<file path="src/rtl/vga_prefetch_ctrl_if.sv">
// Command, readout and output-FIFO signals between the VGA prefetch controller,
// the SDRAM arbiter and the pixel FIFO.
interface vga_prefetch_ctrl_if;
  logic        cmd_valid;
  logic        cmd_ready;
  logic [24:0] cmd_addr;
  logic        rd_valid;
  logic [24:0] rd_addr;
  logic [15:0] rd_data;
  logic        out_wrreq;
  logic [15:0] out_data;
  logic [7:0]  out_usedw;

  modport master (
    output cmd_valid, cmd_addr, out_wrreq, out_data,
    input  cmd_ready, rd_valid, rd_addr, rd_data, out_usedw
  );

  modport slave (
    input  cmd_valid, cmd_addr, out_wrreq, out_data,
    output cmd_ready, rd_valid, rd_addr, rd_data, out_usedw
  );
endinterface

</file>
<file path="src/rtl/vga_prefetch_ctrl.sv">
// VGA read-path prefetcher: issues in-order frame reads under a credit limit,
// matches returned data by address and keeps the pixel FIFO fed.
module vga_prefetch_ctrl #(
  parameter int unsigned FRAME_PIXELS    = 307200,
  parameter int unsigned FIFO_DEPTH      = 256,
  parameter int unsigned MAX_OUTSTANDING = 64,
  parameter int unsigned LOW_WATER       = 2,
  parameter int unsigned FILL_LEVEL      = 128,
  parameter logic [15:0] NULL_COLOR      = 16'hE81F
) (
  input  logic                clk,
  input  logic                portV_arst,
  input  logic                enable,
  input  logic [24:0]         frame_base,
  vga_prefetch_ctrl_if.master bus,
  output logic                frame_start,
  output logic [15:0]         null_count,
  output logic                busy
);

  localparam int unsigned AW = 25;
  localparam int unsigned DW = 16;
  localparam int unsigned UW = 8;
  localparam int unsigned CW = 10;
  localparam int unsigned IW = $clog2(FRAME_PIXELS);
  localparam int unsigned OW = $clog2(MAX_OUTSTANDING + 1);

  typedef enum logic [1:0] {
    ST_IDLE,
    ST_FILL,
    ST_STREAM,
    ST_DRAIN
  } state_e;

  state_e          state_q, state_d;
  logic [IW-1:0]   req_idx_q, req_idx_d;
  logic [IW-1:0]   exp_idx_q, exp_idx_d;
  logic [AW-1:0]   req_base_q, req_base_d;
  logic [AW-1:0]   exp_base_q, exp_base_d;
  logic [OW-1:0]   outstanding_q, outstanding_d;
  logic [DW-1:0]   null_count_q, null_count_d;
  logic [DW-1:0]   out_data_q, out_data_d;
  logic            out_wrreq_q, out_wrreq_d;
  logic            frame_start_q, frame_start_d;

  logic            issuing_c, cmd_valid_c, accept_c;
  logic            in_win_c, hit_c, null_c, adv_req_c, adv_exp_c;
  logic [CW-1:0]   credit_c;
  logic [AW:0]     rd_off_c;

  // Issue side: credit covers both unreturned reads and words already in the FIFO
  assign issuing_c   = (state_q == ST_FILL) || (state_q == ST_STREAM);
  assign credit_c    = CW'(bus.out_usedw) + CW'(outstanding_q);
  assign cmd_valid_c = issuing_c && (outstanding_q < OW'(MAX_OUTSTANDING))
                       && (credit_c < CW'(FIFO_DEPTH - 4));
  assign accept_c    = cmd_valid_c && bus.cmd_ready;

  // Return side: offset into the current frame window, borrow bit marks below-window
  assign rd_off_c  = {1'b0, bus.rd_addr} - {1'b0, exp_base_q};
  assign in_win_c  = bus.rd_valid && (state_q != ST_IDLE) && !rd_off_c[AW]
                     && (rd_off_c[AW-1:0] < AW'(FRAME_PIXELS));
  assign hit_c     = in_win_c && (rd_off_c[AW-1:0] == AW'(exp_idx_q));
  assign null_c    = (state_q == ST_STREAM) && !hit_c
                     && (bus.out_usedw <= UW'(LOW_WATER));
  assign adv_exp_c = hit_c || null_c;
  // A nulled pixel that was never requested is skipped on the request side too
  assign adv_req_c = accept_c || (null_c && (exp_idx_q == req_idx_q));

  always_comb begin
    state_d       = state_q;
    req_idx_d     = req_idx_q;
    exp_idx_d     = exp_idx_q;
    req_base_d    = req_base_q;
    exp_base_d    = exp_base_q;
    outstanding_d = outstanding_q;
    null_count_d  = null_count_q;
    out_data_d    = out_data_q;
    out_wrreq_d   = 1'b0;
    frame_start_d = 1'b0;

    case (state_q)
      ST_IDLE: begin
        if (enable) begin
          state_d    = ST_FILL;
          req_base_d = frame_base;
          exp_base_d = frame_base;
          req_idx_d  = '0;
          exp_idx_d  = '0;
        end
      end
      ST_FILL: begin
        if (!enable) begin
          state_d = ST_DRAIN;
        end else if (CW'(bus.out_usedw) >= CW'(FILL_LEVEL)) begin
          state_d = ST_STREAM;
        end
      end
      ST_STREAM: begin
        if (!enable) begin
          state_d = ST_DRAIN;
        end
      end
      default: begin
        if (outstanding_q == '0) begin
          state_d = ST_IDLE;
        end
      end
    endcase

    if (adv_req_c) begin
      if (req_idx_q == IW'(FRAME_PIXELS - 1)) begin
        req_idx_d  = '0;
        req_base_d = frame_base;
      end else begin
        req_idx_d = req_idx_q + IW'(1);
      end
    end

    if (adv_exp_c) begin
      out_wrreq_d = 1'b1;
      out_data_d  = hit_c ? bus.rd_data : NULL_COLOR;
      if (exp_idx_q == IW'(FRAME_PIXELS - 1)) begin
        frame_start_d = 1'b1;
        exp_idx_d     = '0;
        exp_base_d    = req_base_q;
      end else begin
        exp_idx_d = exp_idx_q + IW'(1);
      end
    end

    if (null_c && (null_count_q != '1)) begin
      null_count_d = null_count_q + DW'(1);
    end

    if (accept_c && !in_win_c) begin
      outstanding_d = outstanding_q + OW'(1);
    end else if (!accept_c && in_win_c && (outstanding_q != '0)) begin
      outstanding_d = outstanding_q - OW'(1);
    end
  end

  always_ff @(posedge clk or posedge portV_arst) begin
    if (portV_arst) begin
      state_q       <= ST_IDLE;
      req_idx_q     <= '0;
      exp_idx_q     <= '0;
      req_base_q    <= '0;
      exp_base_q    <= '0;
      outstanding_q <= '0;
      null_count_q  <= '0;
      out_data_q    <= '0;
      out_wrreq_q   <= 1'b0;
      frame_start_q <= 1'b0;
    end else begin
      state_q       <= state_d;
      req_idx_q     <= req_idx_d;
      exp_idx_q     <= exp_idx_d;
      req_base_q    <= req_base_d;
      exp_base_q    <= exp_base_d;
      outstanding_q <= outstanding_d;
      null_count_q  <= null_count_d;
      out_data_q    <= out_data_d;
      out_wrreq_q   <= out_wrreq_d;
      frame_start_q <= frame_start_d;
    end
  end

  assign bus.cmd_valid = cmd_valid_c;
  assign bus.cmd_addr  = req_base_q + AW'(req_idx_q);
  assign bus.out_wrreq = out_wrreq_q;
  assign bus.out_data  = out_data_q;
  assign frame_start   = frame_start_q;
  assign null_count    = null_count_q;
  assign busy          = (state_q != ST_IDLE);

endmodule
</file>
<file path="src/flat_wrapper.sv">
// flat-port wrapper written by rule: the top's interface ports become plain ports
module vga_prefetch_ctrl_flat 
#(
  parameter int unsigned FRAME_PIXELS    = 307200,
  parameter int unsigned FIFO_DEPTH      = 256,
  parameter int unsigned MAX_OUTSTANDING = 64,
  parameter int unsigned LOW_WATER       = 2,
  parameter int unsigned FILL_LEVEL      = 128,
  parameter logic [15:0] NULL_COLOR      = 16'hE81F
)
  (clk, portV_arst, enable, frame_base, frame_start, null_count, busy, bus_cmd_valid, bus_cmd_addr, bus_out_wrreq, bus_out_data, bus_cmd_ready, bus_rd_valid, bus_rd_addr, bus_rd_data, bus_out_usedw);
  vga_prefetch_ctrl_if bus_i ();
  input  logic clk;
  input  logic portV_arst;
  input  logic enable;
  input  logic [24:0] frame_base;
  output logic frame_start;
  output logic [15:0] null_count;
  output logic busy;
  output wire logic [$bits(bus_i.cmd_valid)-1:0] bus_cmd_valid;
  output wire logic [$bits(bus_i.cmd_addr)-1:0] bus_cmd_addr;
  output wire logic [$bits(bus_i.out_wrreq)-1:0] bus_out_wrreq;
  output wire logic [$bits(bus_i.out_data)-1:0] bus_out_data;
  input wire logic [$bits(bus_i.cmd_ready)-1:0] bus_cmd_ready;
  input wire logic [$bits(bus_i.rd_valid)-1:0] bus_rd_valid;
  input wire logic [$bits(bus_i.rd_addr)-1:0] bus_rd_addr;
  input wire logic [$bits(bus_i.rd_data)-1:0] bus_rd_data;
  input wire logic [$bits(bus_i.out_usedw)-1:0] bus_out_usedw;
  assign bus_cmd_valid = bus_i.cmd_valid;
  assign bus_cmd_addr = bus_i.cmd_addr;
  assign bus_out_wrreq = bus_i.out_wrreq;
  assign bus_out_data = bus_i.out_data;
  assign bus_i.cmd_ready = bus_cmd_ready;
  assign bus_i.rd_valid = bus_rd_valid;
  assign bus_i.rd_addr = bus_rd_addr;
  assign bus_i.rd_data = bus_rd_data;
  assign bus_i.out_usedw = bus_out_usedw;
  vga_prefetch_ctrl #(.FRAME_PIXELS(FRAME_PIXELS), .FIFO_DEPTH(FIFO_DEPTH), .MAX_OUTSTANDING(MAX_OUTSTANDING), .LOW_WATER(LOW_WATER), .FILL_LEVEL(FILL_LEVEL), .NULL_COLOR(NULL_COLOR)) u_core (.clk(clk), .portV_arst(portV_arst), .enable(enable), .frame_base(frame_base), .bus(bus_i), .frame_start(frame_start), .null_count(null_count), .busy(busy));
endmodule
</file>
<file path="config.mk">
export PLATFORM = sky130hd
export DESIGN_NAME = vga_prefetch_ctrl_flat
export DESIGN_NICKNAME = d
export VERILOG_FILES = /design/src/rtl/vga_prefetch_ctrl_if.sv /design/src/rtl/vga_prefetch_ctrl.sv /design/src/flat_wrapper.sv
export SDC_FILE = /design/constraint.sdc
export NUM_CORES = 1
export LEC_CHECK = 0
export CORE_MARGIN = 1
export CORE_UTILIZATION = 45
export DETAILED_ROUTE_END_ITERATION = 10
export PLACE_DENSITY = 0.65
export RECOVER_POWER = 50
export SETUP_SLACK_MARGIN = 0.1
export SLEW_MARGIN = 5
export SYNTH_ARGS = -nofsm -noshare
export SYNTH_HDL_FRONTEND = slang
export SYNTH_SLANG_ARGS = --single-unit
</file>
<file path="constraint.sdc">
create_clock -name clk -period 4.9 [get_ports clk]
set_input_delay 0.98 -clock clk [delete_from_list [all_inputs] [get_ports clk]]
set_output_delay 0.98 -clock clk [all_outputs]
set_load 0.02 [all_outputs]
</file>
==> results.md, run 1 <==
* Outcome: complete, but fails checks
* Failing checks: max-capacitance violations, max-slew violations
* Buffers on Ports at approximately 140
* Maximum buffer depth of the clock tree at 2
* Clk pin slew, worst setup/hold paths at approximately 0.060 ns
* Worst slew pin tran at 2.636 ns
* Setup violators final at 0
* Total power at ~7.6 mW
* Largest net degree at the start of global routing at 76
* Layout cells sized above 1 at between 10% and 20%
* Crit-path slowest cell: clkdlybuf4s50_1
* CTS tree: built
* Area leader, netlist: dfrtp_1
* Total gr overflow at 0
* Global-route wire length before repair at ~45 mm
* Initial core utilization at a little under half
* FF-to-FF setup slack at ~0.64 ns
* Vias/cell at between 5 and 6
* Vias in the first global route at ~8600
* Fin cells at between 1500 and 2000
* Hold EP: u_core.null_count[10]$_DFFE_PP0P_
* Slew Limit Fails at 57
* Critical R2R Launch: u_core.exp_base_q[0]$_DFF_PP0_
* Main synth FF type: dfrtp_1
* Initial antenna violation count at 1
* Hold Path Origin: u_core.null_count[10]$_DFFE_PP0P_
* CTS sink cnt at 131
* Placer congestion estimate at approximately 0.91
* Row count at between 50 and 60
* GRT Total Usage at 25.83%
* P per Cell Area at around 580 nW/um^2
* Setup TNS Final at 0 ns
* Die Span X at roughly 150 um
* Cell mode on critical path: a21oi_1
* Reg2Reg Depth at 18
* Hold Crit Depth at 1
* WL/cell at 17.50 um
* Drt first pass iters at 6
* Skew-Pair Late Insertion Delay at 0.43 ns
* Syn Inst Count at between 1000 and 1500
* Final hold vios at 0
* Reg2Reg Capture Point: u_core.req_base_q[13]$_DFF_PP0_
* Initial drt markers at approximately 580
* Syn_nets at between 1000 and 1500
* Avg Inst Size Synth at a little under 9 sq um
* Final worst setup slack at a little over 0.3 ns
* Kind of critical path: primary input to output port
* Crit-path max cell delay at just over 0.6 ns
* Core area at around 21000 sq um
* Half-perimeter wire length after placement at around 22 mm
* H-tree levels at 4
* Nets at roughly 1500
* Post-synthesis sequential area ratio at between 30% and 40%
* Antenna viol nets, final at 0
* Die area at 22530 sq um
* Commonest cells in the netlist: 131 x dfrtp_1, 121 x nor2_1, 92 x a21oi_1
* Max cap viols at 1
* Post-synth EDFFs at 0
* Via count at just over 9000
* Top-count cell post-synth: dfrtp_1
* Maximum fanout along the worst path at 3
* CP cell instances: clkdlybuf4s50_1 > ha_1 > a31o_2 > a21o_1 > a21oi_1 > o21bai_1 > a21oi_1 > xnor2_1 > a21oi_1 > clkdlybuf4s50_1
* Period minus WS final at approximately 4.6 ns
* YS warnings at 0
* Ys async rst share at 100.0%
* Syn-to-layout area delta at 32.80%
* Synth Register Bits at ~130
* Pleak at ~6.3 nW
* Clk root buf: clkbuf_16
* Top cells by area, synth: dfrtp_1 33%, ha_1 7.9%, a21oi_1 4.7%, nor2_1 4.6%, xnor2_1 4.3%
* Crit path capture type: output port
* Max Clock Skew at between 0.008 and 0.009 ns
* Hold Crit Class: flip-flop to flip-flop
* Maximum vdd drop at 400.9 uV
* Yosys cell types at 78
* Critical path launch point type: primary input
* Post-route DRC at 0
* Placed Cells at ~1600
* Unrepaired setup endpoints after global routing: yes
* TritonCTS buffer count at 17
* WP data required at 3.92 ns
* Slew HR at -76.69%
* Fin crit share at between 90% and 100%
* Crit path arrival time at between 3 and 4 ns
* Final WL at about 29 mm
* Hold slack at 0.4752 ns
* FMAX at 0.2179 GHz
* Antenna Cells at 0
* Yosys top cell area share at about a third
* Die Height at about 150 um
* Pre-CTS setup slack at -0.5575 ns
* # IOs at between 100 and 150
* Synthesized area at ~9900 sq um
==> state kept, by name (all words and copies together) (netlist names) <==
register	count
u_core.outstanding_q	7
u_core.null_count	16
u_core.frame_start	1
u_core.bus.out_data	16
u_core.req_idx_q	19
u_core.state_q	2
u_core.exp_idx_q	19
u_core.exp_base_q	25
u_core.req_base_q	25
u_core.bus.out_wrreq	1
==> worst max-delay path: cells and delay by family <==
kind / cells / cell delay, ns
compound gates: 6 / 1.18
buf+inv: 2 / 1.05
fa+ha+maj: 1 / 0.29
xor+xnor: 1 / 0.12
==> stage by stage <==
step | area, sq um | utilization, %
CTS | 12920 | 60.68
finish | 13110 | 61.57
floorplan | 9869 | -
global placement | 12320 | 57.87
global route | 13110 | 61.57
detailed placement | 12320 | 57.87
==> layer usage <==
layer | track usage, % | share of wire, % | wire length, um
met1 | 37.57 | 49 | 13950
met2 | 39.95 | 45 | 12950
met3 | 3.121 | 4.3 | 1246
met4 | 7.828 | 1.8 | 529
met5 | 0 | 0.045 | 13
==> worst max path at each step <==
stage | startpoint | endpoint | slack (ns) | cells after the start
global placement | bus_rd_addr[0] | u_core.outstanding_q[6]$_DFFE_PP0P_ | -0.43 | 23
global route | bus_rd_addr[6] | u_core.outstanding_q[6]$_DFFE_PP0P_ | 0.08 | 20
finish | bus_out_usedw[1] | bus_cmd_valid | 0.31 | 10
floorplan | bus_rd_addr[0] | u_core.outstanding_q[6]$_DFFE_PP0P_ | 0.13 | 22
detailed placement | bus_rd_addr[0] | u_core.outstanding_q[6]$_DFFE_PP0P_ | -0.56 | 25
CTS | u_core.req_idx_q[0]$_DFFE_PP0P_ | bus_cmd_addr[24] | 0.07 | 16
==> cells by family (layout without fill, tap and decap cells) <==
group / after synthesis / count (layout) / share of synthesized area, %
compound gates: 263 / 263 / 18.12
xor+xnor: 92 / 92 / 8.304
fa+ha+maj: 65 / 65 / 8.469
buf+inv: 106 / 351 / 4.298
flops: 131 / 131 / 33.21
mux: 64 / 64 / 7.632
simple gates: 399 / 399 / 19.97
==> cells in the final DEF, fill, tap and decap left out, drive strengths merged, types with 47 or more instances in the layout <==
master         Yosys  final
a21oi             92     92
buf                8    122
clkdlybuf4s50      0     98
dfrtp            131    131
ha                62     62
inv               59     63
nand2             90     90
nand3             47     47
nor2             121    121
o21ai             50     50
xnor2             48     48
==> power breakdown <==
part / internal [mW] / switching, mW / leakage [nW]
Clock: 0.752 / 0.509 / 0.277
Combinational: 2.30 / 2.28 / 4.32
Sequential: 1.38 / 0.340 / 1.69
Total: 4.44 / 3.13 / 6.28
==> final cells by class <==
type | count | area, sq um
timing repair buffer | 261 | 2372
inverter | 59 | 222.7
fill | 1863 | 8180
tap | 275 | 344.1
clock inverter | 14 | 153.9
clock buffer | 17 | 425.4
multi-input combinational | 883 | 6310
sequential | 131 | 3278
==> repair_timing <==
| item | in CTS | in global routing |
|---|---|---|
| cloned | 0 | 0 |
| hold endpoints to repair | 0 | 0 |
| buffers inserted | 0 | 11 |
| resized for setup | 20 | 38 |
| hold buffers | 0 | 0 |
| endpoints found under the setup margin | 16 | 113 |
| pin swaps | 1 | 22 |
No activity file was read; power rests on OpenSTA's default activity.
==> run 2: changes to the inputs <==
--- a/config.mk
+++ b/config.mk
@@ -11,6 +11,7 @@
 export PLACE_DENSITY = 0.65
 export RECOVER_POWER = 50
 export SETUP_SLACK_MARGIN = 0.1
+export SKIP_LAST_GASP = 1
 export SLEW_MARGIN = 5
 export SYNTH_ARGS = -nofsm -noshare
 export SYNTH_HDL_FRONTEND = slang
==> results of run 2 <==
Final layout, timing and power as in run 1 (identical DEF).
==> run 3: changes to the inputs <==
--- a/config.mk
+++ b/config.mk
@@ -16,3 +16,4 @@
 export SYNTH_ARGS = -nofsm -noshare
 export SYNTH_HDL_FRONTEND = slang
 export SYNTH_SLANG_ARGS = --single-unit
+export TNS_END_PERCENT = 5
==> run 3 against run 2 <==
  * The flow still finishes with violations (max-capacitance violations, max-slew violations)
  * Global-route usage decreased by 0.053 points
  * Final cell count down 0.30%
  * Via count is 0.25% lower
  * First-iteration DRC count rose by 0.51%
  * Wire length fell by 0.59%
  * Combinational power shrank 1%
  * Flip-flop and latch count did not move
  * Sequential power barely moved
  * Final area fell by 0.80%
  * Worst setup slack worse by 0.24 ns
  * Register-to-register slack gained 0.03 ns
  * Largest cell class unchanged
==> results.md, run 3 (same netlist as run 1, synthesis figures left out) <==
* Outcome: complete, but fails checks
* Failing checks: max-capacitance violations, max-slew violations
* H-tree levels at 4
* Largest net degree at the start of global routing at between 70 and 80
* Vias in the first global route at 8620
* Fillers at between 1500 and 2000
* Worst slew pin tran at approximately 2.6 ns
* Fin cells at between 1500 and 2000
* Die Span X at 150.1 um
* Setup TNS Final at 0 ns
* Post-route DRC at 0
* Nets at 1492
* CTS sink cnt at 131
* FF+latch area at 3278 sq um
* FMAX at between 0.2 and 0.25 GHz
* Antenna Cells at 0
* Maximum vdd drop at 394.3 uV
* Core area at 21290 sq um
* Fin crit share at a little over nine tenths
* Final hold vios at 0
* CTS tree: built
* Syn-to-layout area delta at 31.73%
* Row count at 53
* Pleak at slightly above 6 nW
* Multi-input gate area at about 6300 sq um
* # IOs at 140
* Layout cells sized above 1 at approximately 16%
* Period minus WS final at 4.829 ns
* Hold Crit Class: flip-flop to flip-flop
* Placed Cells at between 1500 and 2000
* Buffers on Ports at roughly 140
* Die area at ~23000 sq um
* Most common cell after layout, fill and taps aside: dfrtp_1
* Hold slack at ~0.48 ns
* Clk pin slew, worst setup/hold paths at roughly 0.06 ns
* GRT Total Usage at around a quarter
* Initial drt markers at ~600
* Slew Limit Fails at ~130
* Crit path arrival time at between 3 and 4 ns
* Unrepaired setup endpoints after global routing: yes
* Placed inst area at around 12000 sq um
* Via count at between 9000 and 10000
* Die Height at between 150 and 200 um
* Kind of critical path: flip-flop to output port
* Initial antenna violation count at 1
* Initial core utilization at a little under half
* Final WL at approximately 29 mm
* Max cap viols at 2
* Registers with the most flip-flops: u_core.exp_base_q (25), u_core.req_base_q (25)
* Clk root buf: clkbuf_16
* Crit path capture type: output port
* Setup violators final at 0
* P per Cell Area at 576.6 nW/um^2
* Max Clock Skew at around 0.0085 ns
* Final Instance Area at around 13000 sq um
* Maximum buffer depth of the clock tree at 2
* Global-route wire length before repair at 45.04 mm
* TritonCTS buffer count at 17
* Maximum fanout along the worst path at 6
* Commonest cells after routing, fill and taps aside: 131 x dfrtp_1, 120 x nor2_1, 111 x buf_4
* Drt first pass iters at 7
* Slew HR at -71.32%
* WP data required at between 3 and 4 ns
* Vias/cell at 5.554
* Placer congestion estimate at 0.9117
* Total gr overflow at 0
* WL/cell at roughly 17 um
* Half-perimeter wire length after placement at ~22 mm
* Post-CTS Hold Buffers at 0
* Skew-Pair Late Insertion Delay at around 0.43 ns
* Antenna viol nets, final at 0
* Critical path launch point type: flip-flop
-- run 3: cell count changes in the layout (fill, tap and decap cells not counted), moves of 3 or more --
| cell | delta |
|---|---|
| ha_1 | +3 |
| clkdlybuf4s50_1 | +8 |
| dlygate4sd2_1 | -3 |
| buf_4 | -4 |
| ha_4 | -3 |
-- run 3: path summary, 6_finish.rpt --
path                                                     endpoint  cells after the start                         startpoint  slack, ns
max in group asynchronous         u_core.exp_base_q[13]$_DFF_PP0_                      3                         portV_arst       0.61
worst max register to register    u_core.req_base_q[13]$_DFF_PP0_                     18     u_core.exp_base_q[0]$_DFF_PP0_       0.67
min in group asynchronous        u_core.null_count[6]$_DFFE_PP0P_                      2                         portV_arst       1.71
worst max-delay path                             bus_cmd_addr[23]                     14    u_core.req_idx_q[1]$_DFFE_PP0P_       0.07
worst min-delay path            u_core.null_count[10]$_DFFE_PP0P_                      1  u_core.null_count[10]$_DFFE_PP0P_       0.48
worst min register to register  u_core.null_count[10]$_DFFE_PP0P_                      1  u_core.null_count[10]$_DFFE_PP0P_       0.48
-- run 3: layout make-up --
type | count | area share (%)
Multi-Input combinational cell | 883 | 48.18
Sequential cell | 131 | 25.21
Timing Repair Buffer | 256 | 17.79
Clock buffer | 17 | 3.272
Tap cell | 275 | 2.647
Inverter | 59 | 1.713
Clock inverter | 14 | 1.184
-- run 3: power by group --
part	leakage [nW]	total (mW)	switching, mW	internal (mW)
combinational	4.25	4.52	2.25	2.27
sequential	1.69	1.71	0.335	1.38
clock	0.277	1.26	0.511	0.752
total	6.22	7.50	3.10	4.40
-- run 3: timing repair --
action,in CTS,in global routing
pin swaps,0,20
gates cloned,0,0
buffers inserted,0,6
resized for setup,7,33
setup endpoints to repair,16,120
-- run 3: worst max-delay path, stage by stage (launching register included) --
cell,delay [ns]
dfrtp_1,0.40
buf_4,0.17
ha_1,0.29
a21o_1,0.16
a21oi_1,0.20
o21ai_0,0.10
a21oi_1,0.22
o21ai_0,0.11
a21oi_1,0.24
o2111a_1,0.30
o31ai_1,0.12
a21oi_2,0.27
nor2_1,0.08
xor2_1,0.13
clkdlybuf4s50_1,0.62
-- run 3: through the flow --
stage / utilization (%) / setup slack, ns / total power, mW
after floorplan: - / 0.1257 / 4.388
after global placement: 57.87 / -0.4315 / 6.029
after detailed placement: 57.87 / -0.5575 / 6.090
after CTS: 60.61 / -0.08469 / 7.381
after global routing: 61.08 / -0.1575 / 7.990
final: 61.08 / 0.07129 / 7.496
-- run 3: per-layer routing --
metal	track usage [%]	vias up	wire length [um]
li1	-	4488	-
met1	37.57	4328	13840
met2	39.77	227	12830
met3	3.121	36	1306
met4	7.828	2	525
met5	0	-	13
